[src/rtl/set_bit_encoder.sv]
// Enumerates the set-bit indices of an accepted vector, one index per output beat,
// with a popcount and an all-zero flag carried alongside every beat.
module set_bit_encoder #(
    parameter int WIDTH     = 8,
    parameter bit MSB_FIRST = 1'b0
) (
    input  logic                      clk,
    input  logic                      rst_n,
    input  logic                      in_valid,
    output logic                      in_ready,
    input  logic [WIDTH-1:0]          in_vec,
    output logic                      out_valid,
    input  logic                      out_ready,
    output logic [$clog2(WIDTH)-1:0]  out_idx,
    output logic                      out_last,
    output logic                      out_none,
    output logic [$clog2(WIDTH):0]    out_count
);

    localparam int IDXW = $clog2(WIDTH);
    localparam logic [WIDTH-1:0] ONE = {{(WIDTH-1){1'b0}}, 1'b1};

    // Handshake: a beat (or an input vector) transfers on a rising edge where valid and ready are both 1.
    typedef enum logic {IDLE, EMIT} state_t;

    state_t           state, state_nxt;
    logic [WIDTH-1:0] pending, pending_nxt;
    logic [IDXW:0]    count_q, count_nxt, vec_pop;
    logic             none_q, none_nxt;
    logic [IDXW-1:0]  sel_idx;
    logic             single;

    always_comb begin
        vec_pop = '0;
        for (int i = 0; i < WIDTH; i++) begin
            vec_pop = vec_pop + (IDXW+1)'(in_vec[i]);
        end
    end

    // Later loop iterations win, so the scan direction picks lowest or highest set bit.
    always_comb begin
        sel_idx = '0;
        if (MSB_FIRST) begin
            for (int i = 0; i < WIDTH; i++) begin
                if (pending[i]) sel_idx = IDXW'(i);
            end
        end else begin
            for (int i = WIDTH - 1; i >= 0; i--) begin
                if (pending[i]) sel_idx = IDXW'(i);
            end
        end
    end

    assign single = (pending != '0) && ((pending & (pending - ONE)) == '0);

    assign in_ready  = (state == IDLE);
    assign out_valid = (state == EMIT);
    assign out_idx   = sel_idx;
    assign out_last  = none_q | single;
    assign out_none  = none_q;
    assign out_count = count_q;

    always_comb begin
        state_nxt   = state;
        pending_nxt = pending;
        count_nxt   = count_q;
        none_nxt    = none_q;
        case (state)
            IDLE: begin
                if (in_valid) begin
                    pending_nxt = in_vec;
                    count_nxt   = vec_pop;
                    none_nxt    = (in_vec == '0);
                    state_nxt   = EMIT;
                end
            end
            EMIT: begin
                if (out_ready) begin
                    if (out_last) begin
                        // Clearing everything keeps the idle outputs at zero.
                        state_nxt   = IDLE;
                        pending_nxt = '0;
                        count_nxt   = '0;
                        none_nxt    = 1'b0;
                    end else begin
                        pending_nxt = pending & ~(ONE << sel_idx);
                    end
                end
            end
            default: state_nxt = IDLE;
        endcase
    end

    always_ff @(posedge clk or negedge rst_n) begin
        if (!rst_n) begin
            state   <= IDLE;
            pending <= '0;
            count_q <= '0;
            none_q  <= 1'b0;
        end else begin
            state   <= state_nxt;
            pending <= pending_nxt;
            count_q <= count_nxt;
            none_q  <= none_nxt;
        end
    end

endmodule

[config.mk]
export PLATFORM = sky130hd
export DESIGN_NAME = set_bit_encoder
export DESIGN_NICKNAME = d
export VERILOG_FILES = /design/src/rtl/set_bit_encoder.sv
export SDC_FILE = /design/constraint.sdc
export NUM_CORES = 1
export LEC_CHECK = 0
export BUFFER_PORTS_ARGS = -buffer_cell sky130_fd_sc_hd__buf_2
export CAP_MARGIN = 20
export CORE_UTILIZATION = 40
export CTS_BUF_LIST = sky130_fd_sc_hd__clkbuf_8
export CTS_CLUSTER_DIAMETER = 120
export CTS_CLUSTER_SIZE = 10
export DETAILED_ROUTE_END_ITERATION = 6
export PLACE_DENSITY = 0.59
export RECOVER_POWER = 50
export SETUP_SLACK_MARGIN = 0.3
export SLEW_MARGIN = 40
export SYNTH_ARGS = -nofsm -noshare
export SYNTH_HDL_FRONTEND = slang
export SYNTH_SLANG_ARGS = --single-unit
[constraint.sdc]
create_clock -name clk -period 2.16 [get_ports clk]
set_input_delay 0.108 -clock clk [delete_from_list [all_inputs] [get_ports clk]]
set_output_delay 0.108 -clock clk [all_outputs]
set_load 0.01 [all_outputs]
==> results.toml <==
[outcome]
status = "finished with violations"
violations = "setup timing"

[sta]
clock_skew_ns = 0.00536
slew_violations = 0
rsz0062_at_grt = "yes"
setup_viol = 3
tightest_slew_ns = 0.793
period_minus_slack_ns = 2.42
finalHoldViolCount = 0
relSlewSlack = 0.472
setup_ws_ns = -0.264
setup_tns_ns = -0.583
period_share = 1.12
holdWs_ns = 0.131
max_freq_mhz = 413

[power]
cellLeakagePower_uw = 0.000691
power_density_mw_per_mm2 = 1530
p_comb_frac = 0.691
irDropWorstVdd_v = 0.000998
p_sw_frac = 0.425
p_clk_frac = 0.099
power.internal_uw = 1260
seq_power_share = 0.209
p_total_uw = 2200
switching_power_uw = 933

[run]
cap_viol_max_count = 0

[route]
dr.pass1.iters = 4
top_layer = "met4"
ant_nets = 0
drt-total-wl_mm = 2.69
post_drt_wl_per_cell_um = 14.6
post-route-drc-count = 0
wl_met2_mm = 1.36
drt-met1-wl_mm = 1.13
routed_via_density = 5.36
drtIter0Drc = 19
wl_met3_um = 186
vias = 986

[floorplanning]
core_mm2 = 0.00232
io_pins = 23
rows = 17
die_area_mm2 = 0.00277
die_w_um = 52.6
start_util = 0.443
die_y_um = 52.6

[min_path]
hp-class = "in2reg"
hp-start = "in_vec[0]"

[synthesis]
synth_enable_flop_cells = 0
synth-seq-cells = 14
yosysSeqAreaShare = 0.341
syn_inst = 116
synthArstFlopShare = 1.00
synth_ff_type = "dfrtp_1"
yosysUniqueCellTypes = 34
synth.top_cell.area_share = 0.341
synth_area_leaders = "dfrtp_1 (34%), fa_1 (7.8%), inv_1 (7.0%)"
yosys_warnings = 0
yosysMostFrequentCell = "inv_1"
syn-cell-area_mm2 = 0.00103
syn_nets = 136
avgSynthCellArea_um2 = 8.84
synthTopCellsByCount = "inv_1 (19), dfrtp_1 (14), a21oi_1 (8), nand2_1 (8)"
yosysTopAreaCell = "dfrtp_1"

[layout]
drive_above_1_share = 0.378
instances_no_fill = 184
area_growth_pct = 39.8
fillCellCount = 218
final_nets = 178
antenna-diode-count = 0

[critical_path]
crit_family = "adder cells"
required_ns = 2.28
cp_slowest_cell = "fa_1"
startpoint = "in_vec[0]"
crit_type = "in2reg"
path_buf_inv = 4
start_kind = "input port"
crit_chain = "buf_6 > fa_1 > inv_2 > fa_1 > fa_1 > inv_2 > ha_4 > inv_2 > fa_2 > o22ai_1"
critPathMaxFanout = 2
critPathMaxStageDelay_ns = 0.55
timing.rr.start = "pending[1]"
arrival_ns = 2.54
crit_path_end_kind = "register"

[clock_tree]
clkSlewWorstSetupHoldPaths_ns = 0.06
cts.sinks = 14
cts_buffers = 3
clock_latency_ns = 0.25
cts-root-buf = "clkbuf_8"
htreeDepth = 1
cts_buffer_depth = 2
cts_tree = "done"

[global_routing]
grtUsageTotal = 0.217
grt_pass1_wl_mm = 4.21
grt_pass1_vias = 967
antenna_found_initial = 0
grt_max_degree = 15
gr-total-overflow = 0

[placement]
dp_hpwl_mm = 1.88
placedCellCount = 168
io_buffers = 22
gp_congestion = 0.755
[registers in the layout, summed over array words and instances, names as in the netlist]
name,flops
out_valid,1
pending,8
out_none,1
out_count,4
[repair_timing]
action | in CTS | in global routing
hold buffers | 1 | 0
resized for setup | 13 | 8
endpoints found under the setup margin | 6 | 8
hold endpoints to repair | 14 | 0
pin swaps | 11 | 8
setup buffers | 10 | 2
[power by group through the flow]
stage / Combinational (uW) / Clock [uW] / Sequential [uW]
3_5_place_dp: 1040 / 0 / 467
3_3_place_gp: 1030 / 0 / 464
5_1_grt: 1630 / 237 / 475
4_1_cts: 1410 / 224 / 454
2_1_floorplan: 806 / 0 / 448
6_report: 1520 / 219 / 460
[cells by family (layout without fill, tap and decap cells)]
group           Yosys count  after routing  share of synthesized area
simple gates             31             31                      0.167
flops                    14             14                      0.341
xor+xnor                  1              1                    0.00854
buf+inv                  26             66                      0.110
compound gates           35             35                      0.237
fa+ha+maj                 9              9                      0.137
[worst min-delay path: stages]
cell     delay [ns]
buf_6          0.10
inv_1          0.06
o21ai_1        0.07
[routing by layer]
metal | vias to the layer above | track usage
met5 | - | 0
met3 | 2 | 0.0551
li1 | 478 | -
met4 | 0 | 0.0614
met1 | 473 | 0.249
met2 | 33 | 0.392
[path summary, 6_finish.rpt]
| kind | end | slack, ns | depth (start not counted) |
|---|---|---|---|
| max | out_count[1] | -0.26 | 10 |
| min | pending[0] | 0.13 | 3 |
| min in group asynchronous | pending[2] | 0.46 | 2 |
| max reg2reg | out_count[1] | 0.12 | 6 |
| min reg2reg | out_count[0] | 0.51 | 2 |
| max in group asynchronous | pending[6] | 1.21 | 2 |
[stage by stage]
step | worst slack (ns) | utilization | cell area, um^2
after floorplan | -0.340 | - | 1050
after global placement | -0.531 | 0.525 | 1220
after detailed placement | -0.566 | 0.525 | 1220
after CTS | -0.259 | 0.601 | 1390
after global routing | -0.308 | 0.618 | 1430
final | -0.264 | 0.618 | 1430
[placed cells by master, fill, tap and decap left out, types with 7 or more instances in the layout]
master   netlist  layout
nand2_1        8       7
buf_4          0      12
nor2_1         7       7
buf_2          0      17
buf_6          2       8
o21ai_1        7       7
dfrtp_1       14      14
inv_1         19      16
[final cells by class]
class | count | area, um^2 | area share
clock buffers | 3 | 41.3 | 0.0288
inverters | 21 | 78.8 | 0.0550
multi-input cells | 76 | 638 | 0.445
flip-flops and latches | 14 | 350 | 0.244
well taps | 28 | 35.0 | 0.0244
repair buffers | 42 | 290 | 0.202
No activity file was read; power rests on OpenSTA's default activity.
